--- src/rtl/pwm_cfg_pkg.sv ---
// Shared definitions for the PWM configuration sequencer: default register map,
// FSM state encoding, control-word bit positions and ramp arithmetic.
package pwm_cfg_pkg;

  localparam logic [15:0] DEF_ADDR_CTRL   = 16'd0;
  localparam logic [15:0] DEF_ADDR_DIV    = 16'd2;
  localparam logic [15:0] DEF_ADDR_PERIOD = 16'd4;
  localparam logic [15:0] DEF_ADDR_DC     = 16'd6;

  localparam int CTRL_CLK_SEL_BIT = 0;
  localparam int CTRL_MODE_BIT    = 1;
  localparam int CTRL_CNT_EN_BIT  = 2;
  localparam int CTRL_CONT_BIT    = 3;
  localparam int CTRL_OUT_EN_BIT  = 4;

  typedef enum logic [2:0] {
    S_IDLE      = 3'd0,
    S_W_DIV     = 3'd1,
    S_W_PER     = 3'd2,
    S_W_DC      = 3'd3,
    S_W_CTRL    = 3'd4,
    S_RAMP_WAIT = 3'd5,
    S_W_DC_R    = 3'd6,
    S_DONE      = 3'd7
  } state_e;

  // Moves cur toward tgt by at most step; the step is clamped to the distance so it never overshoots.
  function automatic logic [15:0] step_toward(input logic [15:0] cur,
                                              input logic [15:0] tgt,
                                              input logic [15:0] step);
    logic [15:0] diff;
    logic [15:0] amt;
    if (tgt >= cur) begin
      diff = tgt - cur;
    end else begin
      diff = cur - tgt;
    end
    amt = (step < diff) ? step : diff;
    if (tgt >= cur) begin
      return cur + amt;
    end else begin
      return cur - amt;
    end
  endfunction

endpackage

--- src/rtl/pwm_cfg_sequencer_wb_single_write.sv ---
// Single Wishbone write engine: launches one write on start, holds adr/data until ack,
// and abandons the cycle if no ack arrives within TIMEOUT strobe cycles.
module wb_single_write
  import pwm_cfg_pkg::*;
#(
  parameter int TIMEOUT = 16
) (
  input  logic        i_clk,
  input  logic        i_rst_n,
  input  logic        i_start,
  input  logic [15:0] i_adr,
  input  logic [15:0] i_data,
  input  logic        i_ack,
  output logic        o_cyc,
  output logic        o_stb,
  output logic        o_we,
  output logic [15:0] o_adr,
  output logic [15:0] o_data,
  output logic        o_busy,
  output logic        o_done,
  output logic        o_timeout
);

  localparam logic [15:0] TO_LAST = 16'(TIMEOUT - 1);

  logic        stb_q, stb_d;
  logic [15:0] adr_q, adr_d;
  logic [15:0] data_q, data_d;
  logic [15:0] cnt_q, cnt_d;
  logic        ack_s, to_s;

  // An ack in the final allowed cycle wins over the timeout.
  assign ack_s = stb_q & i_ack;
  assign to_s  = stb_q & ~i_ack & (cnt_q == TO_LAST);

  // Transaction launch, hold and termination.
  always_comb begin
    stb_d  = stb_q;
    adr_d  = adr_q;
    data_d = data_q;
    cnt_d  = cnt_q;
    if (!stb_q) begin
      cnt_d = 16'd0;
      if (i_start) begin
        stb_d  = 1'b1;
        adr_d  = i_adr;
        data_d = i_data;
      end else begin
        stb_d = 1'b0;
      end
    end else if (ack_s || to_s) begin
      stb_d = 1'b0;
      cnt_d = 16'd0;
    end else begin
      cnt_d = cnt_q + 16'd1;
    end
  end

  // Bus registers with synchronous active-low reset.
  always_ff @(posedge i_clk) begin
    if (!i_rst_n) begin
      stb_q  <= 1'b0;
      adr_q  <= 16'd0;
      data_q <= 16'd0;
      cnt_q  <= 16'd0;
    end else begin
      stb_q  <= stb_d;
      adr_q  <= adr_d;
      data_q <= data_d;
      cnt_q  <= cnt_d;
    end
  end

  assign o_cyc     = stb_q;
  assign o_stb     = stb_q;
  assign o_we      = stb_q;
  assign o_adr     = adr_q;
  assign o_data    = data_q;
  assign o_busy    = stb_q;
  assign o_done    = ack_s;
  assign o_timeout = to_s;

endmodule

--- src/rtl/pwm_cfg_sequencer.sv ---
// Wishbone master that programs the PWM register file from one command:
// divisor, period, duty, then control, with an optional stepped duty ramp.
module pwm_cfg_sequencer
  import pwm_cfg_pkg::*;
#(
  parameter logic [15:0] ADDR_CTRL   = DEF_ADDR_CTRL,
  parameter logic [15:0] ADDR_DIV    = DEF_ADDR_DIV,
  parameter logic [15:0] ADDR_PERIOD = DEF_ADDR_PERIOD,
  parameter logic [15:0] ADDR_DC     = DEF_ADDR_DC,
  parameter int          TIMEOUT     = 16
) (
  input  logic        i_clk,
  input  logic        i_rst_n,
  input  logic        i_cmd_valid,
  output logic        o_cmd_ready,
  input  logic [15:0] i_cmd_ctrl,
  input  logic [15:0] i_cmd_div,
  input  logic [15:0] i_cmd_period,
  input  logic [15:0] i_cmd_duty,
  input  logic [15:0] i_cmd_step,
  input  logic [15:0] i_cmd_interval,
  output logic        o_wb_cyc,
  output logic        o_wb_stb,
  output logic        o_wb_we,
  output logic [15:0] o_wb_adr,
  output logic [15:0] o_wb_data,
  input  logic        i_wb_ack,
  output logic        o_busy,
  output logic        o_done,
  output logic        o_err,
  output logic [15:0] o_cur_duty
);

  state_e      state_q, state_d;
  logic [15:0] ctrl_q, div_q, per_q, target_q, step_q, ival_q;
  logic [15:0] cur_q, cur_d;
  logic [15:0] wait_q, wait_d;
  logic        err_q, err_d;
  logic        done_q, busy_q, ready_q;
  logic        accept_s, start_s, is_write_s;
  logic [15:0] wr_adr_s, wr_data_s;
  logic        eng_busy_s, eng_done_s, eng_to_s;

  assign accept_s = i_cmd_valid & ready_q;

  wb_single_write #(.TIMEOUT(TIMEOUT)) u_wr (
    .i_clk     (i_clk),
    .i_rst_n   (i_rst_n),
    .i_start   (start_s),
    .i_adr     (wr_adr_s),
    .i_data    (wr_data_s),
    .i_ack     (i_wb_ack),
    .o_cyc     (o_wb_cyc),
    .o_stb     (o_wb_stb),
    .o_we      (o_wb_we),
    .o_adr     (o_wb_adr),
    .o_data    (o_wb_data),
    .o_busy    (eng_busy_s),
    .o_done    (eng_done_s),
    .o_timeout (eng_to_s)
  );

  // Write address/data selection; in IDLE the first write launches straight from the command inputs.
  always_comb begin
    wr_adr_s   = ADDR_DIV;
    wr_data_s  = i_cmd_div;
    is_write_s = 1'b0;
    case (state_q)
      S_W_DIV:  begin wr_adr_s = ADDR_DIV;    wr_data_s = div_q;  is_write_s = 1'b1; end
      S_W_PER:  begin wr_adr_s = ADDR_PERIOD; wr_data_s = per_q;  is_write_s = 1'b1; end
      S_W_CTRL: begin wr_adr_s = ADDR_CTRL;   wr_data_s = ctrl_q; is_write_s = 1'b1; end
      S_W_DC, S_W_DC_R: begin
        wr_adr_s   = ADDR_DC;
        wr_data_s  = (step_q == 16'd0) ? target_q : step_toward(cur_q, target_q, step_q);
        is_write_s = 1'b1;
      end
      default: begin wr_adr_s = ADDR_DIV; wr_data_s = i_cmd_div; is_write_s = 1'b0; end
    endcase
    start_s = accept_s | (is_write_s & ~eng_busy_s);
  end

  // Next-state, duty tracking, error and ramp-interval logic.
  always_comb begin
    state_d = state_q;
    cur_d   = cur_q;
    err_d   = err_q;
    wait_d  = 16'd0;
    if (eng_done_s && (state_q == S_W_DC || state_q == S_W_DC_R)) begin
      cur_d = o_wb_data;
    end else begin
      cur_d = cur_q;
    end
    if (accept_s) begin
      err_d = 1'b0;
    end else if (eng_to_s) begin
      err_d = 1'b1;
    end else begin
      err_d = err_q;
    end
    case (state_q)
      S_IDLE:  state_d = accept_s ? S_W_DIV : S_IDLE;
      S_W_DIV: state_d = eng_to_s ? S_DONE : (eng_done_s ? S_W_PER  : S_W_DIV);
      S_W_PER: state_d = eng_to_s ? S_DONE : (eng_done_s ? S_W_DC   : S_W_PER);
      S_W_DC:  state_d = eng_to_s ? S_DONE : (eng_done_s ? S_W_CTRL : S_W_DC);
      S_W_CTRL, S_W_DC_R: begin
        if (eng_to_s) begin
          state_d = S_DONE;
        end else if (eng_done_s) begin
          state_d = (cur_d != target_q) ? S_RAMP_WAIT : S_DONE;
        end else begin
          state_d = state_q;
        end
      end
      S_RAMP_WAIT: begin
        wait_d  = wait_q + 16'd1;
        state_d = (wait_q == ival_q - 16'd1) ? S_W_DC_R : S_RAMP_WAIT;
      end
      S_DONE:  state_d = S_IDLE;
      default: state_d = S_IDLE;
    endcase
  end

  // FSM state and status registers.
  always_ff @(posedge i_clk) begin
    if (!i_rst_n) begin
      state_q <= S_IDLE;
      cur_q   <= 16'd0;
      err_q   <= 1'b0;
      wait_q  <= 16'd0;
      done_q  <= 1'b0;
      busy_q  <= 1'b0;
      ready_q <= 1'b1;
    end else begin
      state_q <= state_d;
      cur_q   <= cur_d;
      err_q   <= err_d;
      wait_q  <= wait_d;
      done_q  <= (state_d == S_DONE);
      busy_q  <= (state_d != S_IDLE);
      ready_q <= (state_d == S_IDLE);
    end
  end

  // Command latch; target duty is clamped to the period.
  always_ff @(posedge i_clk) begin
    if (!i_rst_n) begin
      ctrl_q   <= 16'd0;
      div_q    <= 16'd0;
      per_q    <= 16'd0;
      target_q <= 16'd0;
      step_q   <= 16'd0;
      ival_q   <= 16'd1;
    end else if (accept_s) begin
      ctrl_q   <= i_cmd_ctrl;
      div_q    <= i_cmd_div;
      per_q    <= i_cmd_period;
      target_q <= (i_cmd_duty > i_cmd_period) ? i_cmd_period : i_cmd_duty;
      step_q   <= i_cmd_step;
      ival_q   <= (i_cmd_interval == 16'd0) ? 16'd1 : i_cmd_interval;
    end else begin
      ctrl_q   <= ctrl_q;
      div_q    <= div_q;
      per_q    <= per_q;
      target_q <= target_q;
      step_q   <= step_q;
      ival_q   <= ival_q;
    end
  end

  assign o_cmd_ready = ready_q;
  assign o_busy      = busy_q;
  assign o_done      = done_q;
  assign o_err       = err_q;
  assign o_cur_duty  = cur_q;

endmodule

--- config.mk ---
export PLATFORM = sky130hd
export DESIGN_NAME = pwm_cfg_sequencer
export DESIGN_NICKNAME = d
export VERILOG_FILES = /design/src/rtl/pwm_cfg_pkg.sv /design/src/rtl/pwm_cfg_sequencer_wb_single_write.sv /design/src/rtl/pwm_cfg_sequencer.sv
export SDC_FILE = /design/constraint.sdc
export NUM_CORES = 1
export LEC_CHECK = 0
export CAP_MARGIN = 0
export CORE_AREA = 2 2 184 186
export CTS_CLUSTER_DIAMETER = 150
export DETAILED_ROUTE_END_ITERATION = 16
export DIE_AREA = 0 0 186 188
export MAX_ROUTING_LAYER = met4
export PLACE_DENSITY_LB_ADDON = 0.3
export SLEW_MARGIN = 10
export SYNTH_ARGS = -nofsm -noshare
export SYNTH_HDL_FRONTEND = slang
export SYNTH_SLANG_ARGS = --single-unit
--- constraint.sdc ---
create_clock -name i_clk -period 23.6 [get_ports i_clk]
set_input_delay 5.9 -clock i_clk [delete_from_list [all_inputs] [get_ports i_clk]]
set_output_delay 5.9 -clock i_clk [all_outputs]
set_load 0.05 [all_outputs]
Yosys cells after proc, flatten, opt, wreduce, memory -nomap -nowiden
Index checks and enable logic that the tools add are counted.
- register bits: 184
- input bits: 100
- output and inout bits: 55
- logic and storage cells: 88
- add/subtract/negate cells: 7
- $lt $le $gt $ge: 3
- equal/unequal tests: 11
- multiplexer cells: 26
- bitwise gates (word level): 9
- reduce and logical (&&, ||, !) cells: 15
- operator list (kind ; number):
    $mux 16 ; 8
    $pmux 16 s4 ; 1
    $sub 16x16->16 ; 3
    $add 16x1->16 const B ; 2
    $logic_not 16->1 ; 2
    $pmux 3 s7 ; 1
    $mux 3 ; 6
    $add 16x16->16 ; 1
    $eq 16x16->1 ; 1
    $eq 16x4->1 const B ; 1
    $ge 16x16->1 ; 1
    $gt 16x16->1 ; 1
    $lt 16x16->1 ; 1
    $ne 16x16->1 ; 1
    $sub 16x1->16 const B ; 1
    $eq 3x3->1 const B ; 5
    $pmux 3 s3 ; 1
    $eq 3x2->1 const B ; 2
    $logic_not 3->1 ; 2
    $mux 1 ; 6
    $mux 2 ; 3
    $reduce_or 2->1 ; 3
    $and 1x1->1 ; 5
    $reduce_or 5->1 ; 1
    other kinds (8) ; 12

Depth between registers and ports, before layout
- word-level depth: 10
- mapped depth: 39
- depth with buffers taken out: 37

Cells and area by module
A second synthesis with hierarchy kept.
- cells, all modules: 1628
- area, all modules: 12435.7 µm²
- modules (own cells, without submodules) (module ; instances ; cells each ; area an instance (µm²) ; seq. area each (µm²)):
    pwm_cfg_sequencer ; 1 ; 1401 ; 10438.8 ; 2702.6
    wb_single_write ; 1 ; 227 ; 1996.9 ; 980.9

Worst setup path before layout
No wires, ideal clock.
- path kind: input to register
- start point: input i_cmd_period[1]
- end point: register target_q[5]
- setup time: 0.128 ns
- data arrival time: 8.757 ns
- data required time: 23.472 ns
- setup slack: 14.714 ns
- cell stages on the path: 14
- path buffers: 1
- cells stage by stage: inv_1 ha_1 nor2b_1 o21a_1 o21a_1 o21a_1 o21a_1 o21a_1 o21ai_0 a21oi_1 o31ai_1 buf_2 mux2i_1 o21ai_0
- longest elaborated chain between the ends: 2
- RTL lines (element ; RTL line ; RTL):
    start: declaration ; pwm_cfg_sequencer.sv:18 ; input logic [15:0] i_cmd_period,
    $gt 16x16->1 ; pwm_cfg_sequencer.sv:157 ; target_q <= (i_cmd_duty > i_cmd_period) ? i_cmd_period : i_cmd_duty;
    $mux 16 ; pwm_cfg_sequencer.sv:157 ;
    end signal: assignment ; pwm_cfg_sequencer.sv:157 ;
    end signal: assignment ; pwm_cfg_sequencer.sv:164 ; target_q <= target_q;
    end: declaration ; pwm_cfg_sequencer.sv:35 ; logic [15:0] ctrl_q, div_q, per_q, target_q, step_q, ival_q;
No other way between the ends.
A chain may end at the register's enable or synchronous reset.

Worst setup path after layout
- start point: register cur_q[1], in the netlist o_cur_duty[1]
- end point: register u_wr.data_q[15], in the netlist u_wr.o_data[15]
- longest elaborated chain between the ends: 9
- elaborated cells between the ends (all ways): 12
- classes of those cells: add/sub: 4; order compare: 2; mux: 6
- RTL lines (element ; RTL line ; RTL):
    start: declaration ; pwm_cfg_sequencer.sv:36 ; logic [15:0] cur_q, cur_d;
    start signal: assignment ; pwm_cfg_sequencer.sv:135 ; cur_q <= cur_d;
    $sub 16x16->16, or another cell as far along ; pwm_cfg_pkg.sv:36 ; diff = cur - tgt;
    $mux 16 ; pwm_cfg_pkg.sv:33 ; if (tgt >= cur) begin
    $mux 16 ; pwm_cfg_sequencer.sv:68 ; case (state_q)
    $lt 16x16->1 ; pwm_cfg_pkg.sv:38 ; amt = (step < diff) ? step : diff;
    $mux 16 ; pwm_cfg_pkg.sv:38 ;
    $sub 16x16->16 / $add 16x16->16 (equally long branches) ; pwm_cfg_pkg.sv:42, pwm_cfg_pkg.sv:40 ;
    $mux 16 (*) ; pwm_cfg_pkg.sv:39 ; if (tgt >= cur) begin
    $mux 16 (*) ; pwm_cfg_sequencer.sv:74 ; wr_data_s = (step_q == 16'd0) ? target_q : step_toward(cur_q, target_q, step_q);
    $pmux 16 s4 (*) ; pwm_cfg_sequencer.sv:68 ;
    end signal: assignment ; pwm_cfg_sequencer_wb_single_write.sv:69 ; data_q <= data_d;
    end: declaration ; pwm_cfg_sequencer_wb_single_write.sv:28 ; logic [15:0] data_q, data_d;
Mark *: on every way between the ends. The rest lies on a longest branch, timed or not. The select of a mux whose other input is x is not followed.

==> flow_metrics.tcl <==
set metrics [dict create \
    outcome "complete, no violations" \
    fillers 3346 \
    worst_slew_pin_slew_ns 1.214 \
    synth_warnings 0 \
    wl_met2_um 17330 \
    drv_cap 0 \
    slowest_stage "nor2_2" \
    avgSynthCellArea_sq_um 8.346 \
    crit_fanout 27 \
    ant_nets 0 \
    cp-end-kind "flip-flop" \
    grt_pass1_vias 9896 \
    place_congestion 0.9248 \
    cts_hold_buf 0 \
    drive_gt1_share_pct 4.700 \
    p_per_area_nw_per_um2 83.45 \
    via_per_inst 5.513 \
    first_pass_iters 5 \
    drt_iter0_drc 846 \
    synth_area_sq_um 11410 \
    slew_viol_final 0 \
    critPathMaxStageDelay_ns 0.75 \
    io_buffers 140 \
    die_y_um 188 \
    whs_ns 0.4419 \
    rows 67 \
    wl_met3_um 1976 \
    ys_ff_latch 170 \
    worstPathArrival_ns 9.49 \
    async_reset_ff_share_pct 0 \
    setup_ws_ns 14.46 \
    hpwl_um 28110 \
    crit_family "compound AO/OA/AOI/OAI gates" \
    critPathKind "flip-flop to flip-flop" \
    cp-start-kind "flip-flop" \
    cts_resized 0 \
    dp_worst_setup_slack_ns 14.27 \
    ctsHtreeMaxLevel 4 \
    synth_edf_count 0 \
    ir_drop_mv 0.05532 \
    fmax_ghz 0.1094 \
    clock_sink_count 170 \
    nets 1642 \
    finalSetupTns_ns 0 \
    grt_max_degree 98 \
    drcViolationCount 0 \
    initial_utilization_pct 34.45 \
    drt-met1-wl_um 16590 \
    rsz0062_at_grt "no" \
    insertion_delay_ns 0.44 \
    leakagePower_nw 5.499 \
    worstReg2RegStart "o_cur_duty[1]" \
    synthCells 1367 \
    syn2layout_area_growth_pct 19.82 \
    routed_wl_um 36670 \
    hold_class "flip-flop to flip-flop" \
    root_buffer "clkbuf_16" \
    antenna_found_initial 0 \
    crit_required_ns 23.94 \
    synth_cell_type_count 82 \
    die_x_um 186 \
    timing.final.crit_period_ns 9.145 \
    die_area_sq_um 34970 \
    path_buf_inv 2 \
    yosysSeqAreaShare_pct 29.83 \
    final_core_utilization_pct 41.28 \
    core_sq_um 33110 \
    diodes 0 \
    finalHoldViolations 0 \
    grt_usage_pct 21.45 \
    cts_inserted_buffers 17 \
    worstHoldStart "u_wr.cnt_q[0]" \
    routedWlPerCell_um 19.14 \
    clk_pin_slew_ns 0.07 \
    num_vias 10562 \
    overflow 0 \
    grt_first_pass_wirelength_um 57060 \
    ys_dominant_reg_cell "dfxtp_1" \
    skew_ns 0.01649 \
    cts_tree "yes" \
    cpMostUsedCell "o21ai_0" \
    fin_crit_sh_pct 38.75 \
    highest_layer "met4" \
    setup_violations 0 \
    pin_count 155 \
    cts_setup_buffers 0 \
    clk_path_buf_depth 2 \
    slew_headroom_pct 18.83 \
    startpoint "o_cur_duty[1]" \
]
==> metal layers <==
| layer | vias to the layer above | track usage, % |
|---|---|---|
| met5 | - | - |
| met4 | 0 | 5.724 |
| met3 | 46 | 2.933 |
| met2 | 344 | 34.26 |
| met1 | 5045 | 28.35 |
| li1 | 5127 | - |
==> Yosys cell counts, drive strengths merged (21+ instances only) <==
master,number,area [sq um]
a21o,21,165.1
a21oi,71,366.6
a22o,65,569.3
a31oi,21,131.4
buf,33,201.5
clkbuf,57,214.0
dfxtp,170,3403
ha,84,1051
inv,69,259.0
mux2i,40,404.1
nand2,125,476.7
nand3,21,105.1
nor2,65,262.8
nor2b,41,256.5
o21ai,114,574.3
xnor2,59,516.8
xor2,35,306.5
==> cell families (layout without fill, tap and decap cells) <==
family | after synthesis | count (layout) | share of synthesized area, %
AO/OA/AOI/OAI | 435 | 435 | 26.56
AND/OR/NAND/NOR | 376 | 376 | 16.54
flip-flops | 170 | 170 | 29.83
buffers and inverters | 159 | 247 | 5.911
XOR/XNOR | 95 | 95 | 7.414
adder cells (fa/ha/maj) | 87 | 87 | 9.739
multiplexers | 44 | 44 | 3.970
other | 1 | 14 | 0.03287
==> registers in the layout, summed over array words and instances, names as in the netlist, 2 cells and up <==
name,flops
state_q,3
o_cur_duty,16
wait_q,16
ctrl_q,16
step_q,16
u_wr.o_data,16
u_wr.o_adr,2
ival_q,16
div_q,16
u_wr.cnt_q,16
target_q,16
per_q,16
==> stage by stage <==
step,area (sq um),instances,power (W)
final,13670,1916,0.001141
after global routing,13670,1916,0.001204
after CTS,13670,1916,0.001139
after detailed placement,13080,1884,0.0008543
after global placement,13080,1884,0.0008497
after floorplan,11460,1380,0.0007011
==> placed cells by master (no fill, tap or decap), types with 14 or more instances in the layout <==
cell type,n
a21o_1,20
a31oi_1,21
nor4_1,15
clkbuf_16,17
a21oi_1,69
a22o_1,65
o21ai_0,111
nand4_1,20
xnor2_1,59
nand2_1,124
and3_1,15
nor2b_1,41
mux2i_1,39
o21a_1,17
or3_1,20
inv_1,69
nor2_1,63
nand3_1,21
ha_1,84
xor2_1,35
a21boi_0,15
conb_1,14
clkdlybuf4s50_1,140
nor3_1,18
dfxtp_1,170
o211ai_1,20
==> worst paths after layout <==
path | endpoint | slack, ns | depth (start not counted)
min | u_wr.cnt_q[0] | 0.44 | 1
min reg2reg | u_wr.cnt_q[0] | 0.44 | 1
max reg2reg | u_wr.o_data[15] | 14.46 | 33
max | u_wr.o_data[15] | 14.46 | 33
==> final cells by class <==
| type | count | area [sq um] | share of cell area (%) |
|---|---|---|---|
| inverters | 69 | 259.0 | 1.895 |
| clock buffers | 18 | 439.2 | 3.213 |
| clock inverters | 14 | 153.9 | 1.126 |
| repair buffers | 146 | 1446 | 10.58 |
| well taps | 448 | 560.5 | 4.101 |
| multi-input cells | 1051 | 7407 | 54.19 |
| flip-flops and latches | 170 | 3403 | 24.90 |
==> power by group <==
group          internal [W]  switching (W)
clock              0.000144       0.000137
sequential         0.000309      0.0000296
combinational      0.000201       0.000321
No activity file was read; power rests on OpenSTA's default activity.
